--- src/rtl/psram_qpi_pkg.sv ---
// Shared constants and state encoding for the QSPI PSRAM device-side responder.
package psram_qpi_pkg;

  localparam logic [7:0] CMD_ENTER_QPI = 8'h35;
  localparam logic [7:0] CMD_QREAD     = 8'hEB;
  localparam logic [7:0] CMD_QWRITE    = 8'h38;
  localparam logic [7:0] CMD_EXIT_QPI  = 8'hF5;

  // Wide enough for 8 SPI bits or 6 address nibbles.
  localparam int CNT_W = 3;

  typedef enum logic [2:0] {
    ST_IDLE,
    ST_SPI_CMD,
    ST_QPI_CMD,
    ST_ADDR,
    ST_WAIT,
    ST_RDATA,
    ST_WDATA,
    ST_IGNORE
  } state_t;

endpackage

--- src/rtl/psram_sck_edge.sv ---
// Registers the link clock in the clk_i domain and produces single-cycle rise/fall pulses.
module psram_sck_edge (
  input  logic clk_i,
  input  logic rst_i,
  input  logic sck,
  output logic o_rise,
  output logic o_fall
);

  logic r_sck_q;

  always_ff @(posedge clk_i) begin
    if (rst_i) r_sck_q <= 1'b0;
    else       r_sck_q <= sck;
  end

  assign o_rise = sck & ~r_sck_q;
  assign o_fall = ~sck & r_sck_q;

endmodule

--- src/rtl/psram_qpi_responder.sv ---
// Device-side QSPI PSRAM responder: decodes SPI/QPI commands and maps link traffic to byte accesses.
//  state      | meaning
//  IDLE       | ce_n high, waiting for a transfer
//  SPI_CMD    | shifting 8 command bits on dio_i[0]
//  QPI_CMD    | collecting 2 command nibbles
//  ADDR       | collecting 6 address nibbles
//  WAIT       | dummy cycles before read data
//  RDATA      | driving read nibbles on falls
//  WDATA      | assembling write bytes on rises
//  IGNORE     | transfer finished or unknown, wait for ce_n high
module psram_qpi_responder
  import psram_qpi_pkg::*;
#(
  parameter int RD_WAIT = 6,
  parameter int AW      = 24
) (
  input  logic          clk_i,
  input  logic          rst_i,
  input  logic          sck,
  input  logic          ce_n,
  input  logic [3:0]    dio_i,
  output logic [3:0]    dio_o,
  output logic [3:0]    dio_oe,
  output logic [AW-1:0] mem_addr,
  output logic          mem_re,
  input  logic [7:0]    mem_rdata,
  output logic          mem_we,
  output logic [7:0]    mem_wdata,
  output logic          qpi_mode
);

  localparam int            WAIT_W   = $clog2(RD_WAIT + 2);
  localparam logic [AW-1:0] ADDR_ONE = AW'(1);

  logic              w_rise, w_fall;
  logic [7:0]        w_spi_byte, w_qpi_byte, w_rd_byte;
  logic [23:0]       w_addr_full;

  state_t            r_state;
  logic              r_enter, r_exit, r_is_read, r_rd_pend, r_nib_sel;
  logic [CNT_W-1:0]  r_cnt;
  logic [6:0]        r_shift;
  logic [19:0]       r_addr_sh;
  logic [WAIT_W-1:0] r_wait_cnt;
  logic [7:0]        r_tx;

  psram_sck_edge u_sck_edge (
    .clk_i (clk_i),
    .rst_i (rst_i),
    .sck   (sck),
    .o_rise(w_rise),
    .o_fall(w_fall)
  );

  assign w_spi_byte  = {r_shift, dio_i[0]};
  assign w_qpi_byte  = {r_shift[3:0], dio_i};
  assign w_addr_full = {r_addr_sh, dio_i};
  // Bypass covers a high-nibble fall landing on the same cycle the back-end data is latched.
  assign w_rd_byte   = r_rd_pend ? mem_rdata : r_tx;

  always_ff @(posedge clk_i) begin
    if (rst_i) begin
      r_state    <= ST_IDLE;
      qpi_mode   <= 1'b0;
      dio_o      <= 4'h0;
      dio_oe     <= 4'h0;
      mem_re     <= 1'b0;
      mem_we     <= 1'b0;
      mem_addr   <= '0;
      mem_wdata  <= 8'h00;
      r_enter    <= 1'b0;
      r_exit     <= 1'b0;
      r_is_read  <= 1'b0;
      r_rd_pend  <= 1'b0;
      r_nib_sel  <= 1'b0;
      r_cnt      <= '0;
      r_shift    <= '0;
      r_addr_sh  <= '0;
      r_wait_cnt <= '0;
      r_tx       <= 8'h00;
    end else begin
      mem_re    <= 1'b0;
      mem_we    <= 1'b0;
      r_rd_pend <= mem_re;
      if (r_rd_pend) r_tx <= mem_rdata;

      if (ce_n) begin
        if (r_state != ST_IDLE) begin
          r_state <= ST_IDLE;
          dio_oe  <= 4'h0;
          dio_o   <= 4'h0;
          if (r_enter)     qpi_mode <= 1'b1;
          else if (r_exit) qpi_mode <= 1'b0;
          r_enter <= 1'b0;
          r_exit  <= 1'b0;
        end
        r_cnt     <= '0;
        r_nib_sel <= 1'b0;
      end else begin
        unique case (r_state)
          ST_IDLE: r_state <= qpi_mode ? ST_QPI_CMD : ST_SPI_CMD;

          ST_SPI_CMD: if (w_rise) begin
            r_shift <= w_spi_byte[6:0];
            r_cnt   <= r_cnt + 1'b1;
            if (r_cnt == CNT_W'(7)) begin
              r_enter <= (w_spi_byte == CMD_ENTER_QPI);
              r_state <= ST_IGNORE;
            end
          end

          ST_QPI_CMD: if (w_rise) begin
            r_shift[3:0] <= dio_i;
            r_cnt        <= r_cnt + 1'b1;
            if (r_cnt == CNT_W'(1)) begin
              if (w_qpi_byte == CMD_QREAD || w_qpi_byte == CMD_QWRITE) begin
                r_is_read <= (w_qpi_byte == CMD_QREAD);
                r_cnt     <= '0;
                r_state   <= ST_ADDR;
              end else begin
                r_exit  <= (w_qpi_byte == CMD_EXIT_QPI);
                r_state <= ST_IGNORE;
              end
            end
          end

          ST_ADDR: if (w_rise) begin
            r_addr_sh <= w_addr_full[19:0];
            r_cnt     <= r_cnt + 1'b1;
            if (r_cnt == CNT_W'(5)) begin
              mem_addr <= w_addr_full[AW-1:0];
              if (r_is_read) begin
                mem_re     <= 1'b1;
                r_wait_cnt <= WAIT_W'(RD_WAIT);
                r_state    <= ST_WAIT;
              end else begin
                r_nib_sel <= 1'b0;
                r_state   <= ST_WDATA;
              end
            end
          end

          ST_WAIT: begin
            if (w_rise && r_wait_cnt != '0) begin
              r_wait_cnt <= r_wait_cnt - 1'b1;
            end else if (w_fall && r_wait_cnt == '0) begin
              dio_oe    <= 4'hF;
              dio_o     <= w_rd_byte[7:4];
              r_nib_sel <= 1'b1;
              r_state   <= ST_RDATA;
            end
          end

          ST_RDATA: if (w_fall) begin
            if (r_nib_sel) begin
              dio_o     <= r_tx[3:0];
              r_nib_sel <= 1'b0;
              mem_addr  <= mem_addr + ADDR_ONE;
              mem_re    <= 1'b1;
            end else begin
              dio_o     <= w_rd_byte[7:4];
              r_nib_sel <= 1'b1;
            end
          end

          ST_WDATA: begin
            if (mem_we) mem_addr <= mem_addr + ADDR_ONE;
            if (w_rise) begin
              if (!r_nib_sel) begin
                r_shift[3:0] <= dio_i;
                r_nib_sel    <= 1'b1;
              end else begin
                mem_wdata <= w_qpi_byte;
                mem_we    <= 1'b1;
                r_nib_sel <= 1'b0;
              end
            end
          end

          ST_IGNORE: ;

          default: r_state <= ST_IDLE;
        endcase
      end
    end
  end

endmodule

--- config.mk ---
export PLATFORM = sky130hd
export DESIGN_NAME = psram_qpi_responder
export DESIGN_NICKNAME = d
export VERILOG_FILES = /design/src/rtl/psram_qpi_pkg.sv /design/src/rtl/psram_sck_edge.sv /design/src/rtl/psram_qpi_responder.sv
export SDC_FILE = /design/constraint.sdc
export NUM_CORES = 1
export LEC_CHECK = 0
export CAP_MARGIN = 10
export CORE_MARGIN = 3
export CORE_UTILIZATION = 50
export DETAILED_ROUTE_END_ITERATION = 10
export DONT_BUFFER_PORTS = 1
export PLACE_DENSITY_LB_ADDON = 0.15
export SLEW_MARGIN = 25
export SYNTH_ARGS = -nofsm -noshare
export SYNTH_HDL_FRONTEND = slang
export SYNTH_HIERARCHICAL = 1
export SYNTH_SLANG_ARGS = --single-unit
--- constraint.sdc ---
create_clock -name clk_i -period 2 [get_ports clk_i]
set_input_delay 0 -clock clk_i [delete_from_list [all_inputs] [get_ports clk_i]]
set_output_delay 0 -clock clk_i [all_outputs]
set_load 0.01 [all_outputs]
# Word-level counts from Yosys, hierarchy flattened
# Cells that the tools add are included.
# op_classes
n_addsub,3
eq_ne,40
mux,74
n_bitwise,7
n_reduce_logical,40
# op_table
operator,n
$mux 24,5
$pmux 24 s3,1
$mux 3,19
$mux 4,14
$ne 2x2->1 const B,16
$ne 3x3->1 const B,9
$mux 1,25
$add 24x1->24 const B,1
$reduce_bool 2->1,10
$eq 8x6->1 const B,2
$eq 8x8->1 const B,2
$eq 3x3->1 const B,5
$pmux 3 s5,1
$reduce_and 5->1,3
$reduce_bool 3->1,5
$pmux 3 s2,2
$pmux 4 s3,1
$reduce_and 3->1,4
$reduce_and 4->1,3
$reduce_and 6->1,2
$reduce_and 10->1,1
$mux 8,1
$pmux 4 s2,1
$reduce_and 8->1,1
other kinds (18),30
# word_totals
reg_bits,93
out_inout_bits,43
word_cells,185

# Depth between registers and ports, before layout
# logic_depth
ltp_word,7
depth_mapped,9
ltp_nobuf,7

# Hierarchy
# The synthesis kept the hierarchy.
# by_module_without_submodules
module,n_inst,cells_each,area_per_inst_um2,seq_area_each_um2
psram_qpi_responder,1,563,4450.5,1781.7
psram_sck_edge,1,4,38.8,20.0

# Worst setup path before layout
# Ideal clock, no wire load.
# synth_timing
kind,flip-flop to flip-flop
startpoint,reg mem_addr[5]
endpoint,reg mem_addr[21]
arrival_time_ns,1.898
setup_slack_ns,0.009
stages_incl_launch_ff,6
path_buffers,0
path_cell_list,dfxtp_1 nand4_4 or4_4 or3_1 o31a_1 o32ai_1
# synth_via
elab_chain_len,4
elab_cells_between_ends,5
classes_between,1 x add/sub; 4 x mux
# synth_lines
item,line_no,text
from (decl),psram_qpi_responder.sv:24,"output logic [AW-1:0] mem_addr,"
from (signal assigned),psram_qpi_responder.sv:131,mem_addr <= w_addr_full[AW-1:0];
from (signal assigned),psram_qpi_responder.sv:158,mem_addr <= mem_addr + ADDR_ONE;
from (signal assigned),psram_qpi_responder.sv:167,if (mem_we) mem_addr <= mem_addr + ADDR_ONE;
$add 24x1->24 (*),"psram_qpi_responder.sv:158, psram_qpi_responder.sv:167",
$mux 24,psram_qpi_responder.sv:155,if (r_nib_sel) begin
$mux 24,psram_qpi_responder.sv:154,ST_RDATA: if (w_fall) begin
$pmux 24 s3 (*),psram_qpi_responder.sv:100,unique case (r_state)
# Mark *: on every way between the ends. The rest lies on a longest branch, timed or not. The select of a mux whose other input is x is not followed.
# A chain may end at the register's enable or synchronous reset.

# Worst setup path in the final report
# layout_timing
startpoint,reg r_state[0]
endpoint,reg qpi_mode
# layout_via
elab_chain_len,2
# layout_lines
item,line_no,text
from (decl),psram_qpi_responder.sv:39,state_t r_state;
from (signal assigned),psram_qpi_responder.sv:101,ST_IDLE: r_state <= qpi_mode ? ST_QPI_CMD : ST_SPI_CMD;
$reduce_bool 3->1,psram_qpi_responder.sv:88,if (r_state != ST_IDLE) begin
$reduce_and 3->1 (no source line),--,
to (signal assigned),psram_qpi_responder.sv:64,qpi_mode <= 1'b0;
to (signal assigned),psram_qpi_responder.sv:92,if (r_enter) qpi_mode <= 1'b1;
to (signal assigned),psram_qpi_responder.sv:93,else if (r_exit) qpi_mode <= 1'b0;
to (decl),psram_qpi_responder.sv:29,output logic qpi_mode
# No other way between the ends.

==> metrics.csv <==
metric;value;unit
LEAKAGE;1.90;nW
Clk Tree Root Cell;clkbuf_8;
Worst path top cell family by delay;buffers and inverters;
post-synthesis cell count;567;
first-pass GRT wire length;20100;um
number of buffer cells added on primary ports;0;
slowest cell delay on critical path;560;ps
Net Count, Synth;589;
yosys warns;6;
crit end category;flop;
final core utilization;62.3;%
top-area cell type share of the netlist area;40.1;%
synthesized flop and latch total;90;
Worst-Margin Slew;473;ps
Final period util;96.4;%
DP HPWL;8210;um
vias per inst;5.99;
failing checks;negative hold slack;
Critical Path Source Type;flop;
die area;10200;um^2
Final Hold Vio Count;67;
Relative slew margins;68.4;%
die height;101;um
Max clock buf depth;2;
crit path DAT;2180;ps
GRT Total Usage;24.6;%
gr ovfl total;0;
die width;101;um
Seq/Total Area, Yosys;40.1;%
EDFF count, synth;0;
Post-CTS Setup Inserts;0;
VDD IR max;0.443;mV
Post-Place Worst Slack;39.2;ps
pin count of the biggest net entering global routing;87;
syn avg cell area;7.92;um^2
non-filler cells, final;715;
design area;5280;um^2
vias in the first global route;3986;
count leader, synth;dfxtp_1;
clock-pin slew on the worst setup and hold paths;100;ps
CTS tree;yes;
# fillers;777;
ANT nets after route;0;
Inst Count DP;678;
Critical Path RT;2250;ps
Slew Limit Fails;0;
Power Density;619;nW/um^2
Inserted Clock Buffers;9;
RSZ-0062 raised after global routing;true;
FP Rows;33;
CP max FO;11;
layout cells sized above 1;13.4;%
initial antenna violation count;0;
final WL;12200;um
clk sinks;90;
Initial Util;53.0;%
Hold Crit Class;input port to flop;
synth cell count leaders;90 x dfxtp_1, 76 x nand2_1, 63 x nor2_1;
Core ar.;8460;um^2
total number of H-tree levels;3;
# diodes;0;
hold_ws;-304;ps
clk_lat worst skew;360;ps
Synth Flop Type;dfxtp_1;
WL per Instance;17.1;um
Post-Place Cell Area;4840;um^2
Cell variety after synth;56;
DRC violations left;0;
Final setup violation count;0;
clock skew;7.51;ps
worst path bufs/invs;1;
crit path cell chain;or2_2, o21a_1, a22oi_1, nor2_1, dlygate4sd3_1;
GPL Wtd Cong;0.891;
DR vias;4286;
largest cells by area after synthesis;dfxtp_1 40%, nand2_1 6.4%, a21oi_1 6.2%;
fraction of registers with async set/reset;0;%
first-pass iteration count of the detailed router;4;
CTS Hold Buffers Added;21;
Final Worst Setup Slack;72.9;ps
Peak Freq;519;MHz
I/O pin cnt;59;
Final #Nets;627;
minimum clock period after layout;1930;ps
critical path class;flop to flop;
max-cap violations;0;
Netlist Area Pre-Place;4490;um^2
Synth area leader;dfxtp_1;
Slowest cell on crit path;dlygate4sd3_1;
Syn-to-layout area delta;17.5;%
Total Neg Setup Slack;0;ps
status;finished, violations left;
drt first-iter violations;223;
-- layout by cell type, fill, tap and decap left out, types with 13 or more instances in the layout --
cell type      synthesis  routed
dfxtp_1               90      87
nand2_1               76      76
nor2_1                63      62
a21oi_1               56      56
buf_4                  3      43
mux2i_1               25      25
o21ai_0               24      24
dlygate4sd3_1          0      21
inv_1                 16      16
nor3_1                13      13
nand3_1               13      13
-- state kept, by name, summed over array words and instances (netlist names), 3 cells and up --
name	count
mem_addr	24
r_addr_sh	20
mem_wdata	8
r_tx	8
r_shift	7
dio_o	4
r_cnt	3
r_state	3
r_wait_cnt	3
-- worst register-to-register path, delay by kind of cell, from the launching register on --
family | cells | cell delay [ps]
compound gates | 2 | 440
buf+inv | 1 | 560
flops | 1 | 400
simple gates | 2 | 410
-- repair_timing --
item | 4_1_cts | 5_1_grt
gates resized for setup | 0 | 7
endpoints found under the setup margin | 0 | 28
endpoints found under the hold margin | 90 | 67
-- power by group --
part | internal (W) | switching, W
combinational | 0.0000557 | 0.0000702
clock | 0.000605 | 0.000722
sequential | 0.00180 | 0.0000135
total | 0.00246 | 0.000806
-- layer usage --
layer	vias to the layer above	part of all wire, %	track usage [%]
met1	2042	47	34.8
met5	-	0	0
met2	141	44	36.8
met3	10	8.1	7.27
li1	2093	-	-
met4	0	0.89	6.32
-- final timing paths --
check                             startpoint                          to  slack, ps  depth (start not counted)
setup / recovery     r_state[0]$_SDFFE_PP0P_       qpi_mode$_SDFFE_PP0P_         70                          5
hold / removal                         rst_i    mem_addr[5]$_SDFFE_PP0P_       -300                          1
setup reg to reg     r_state[0]$_SDFFE_PP0P_       qpi_mode$_SDFFE_PP0P_         70                          5
hold reg to reg   r_addr_sh[17]$_SDFFE_PP0P_  r_addr_sh[17]$_SDFFE_PP0P_        450                          2
-- final cells by class --
class	count	area (um^2)	share of cell area, %
inverter	16	60.1	1.14
clock inverter	7	83.8	1.59
clock buffer	9	124	2.35
multi-input combinational	421	2470	46.9
tap	105	131	2.49
sequential	90	1810	34.3
timing repair buffer	67	593	11.2
-- cells by family after synthesis --
kind of cell               count (synthesis)  synth area share, %
buffers and inverters                     56                 5.04
DFF                                       90                 40.1
muxes                                     28                 6.33
xor gates and xnor gates                   1                0.195
AOI/OAI and AO/OA                        139                 19.4
and+or+nand+nor                          247                 27.2
adders and majority gates                  6                 1.67
-- stage by stage --
stage	total power [W]	hold slack [ps]
finish	0.00327	-304
global route	0.00338	-330
CTS	0.00329	-316
detailed placement	0.00196	80.2
global placement	0.00196	80.8
floorplan	0.00195	71.6
(Power assumes the default switching activity.)
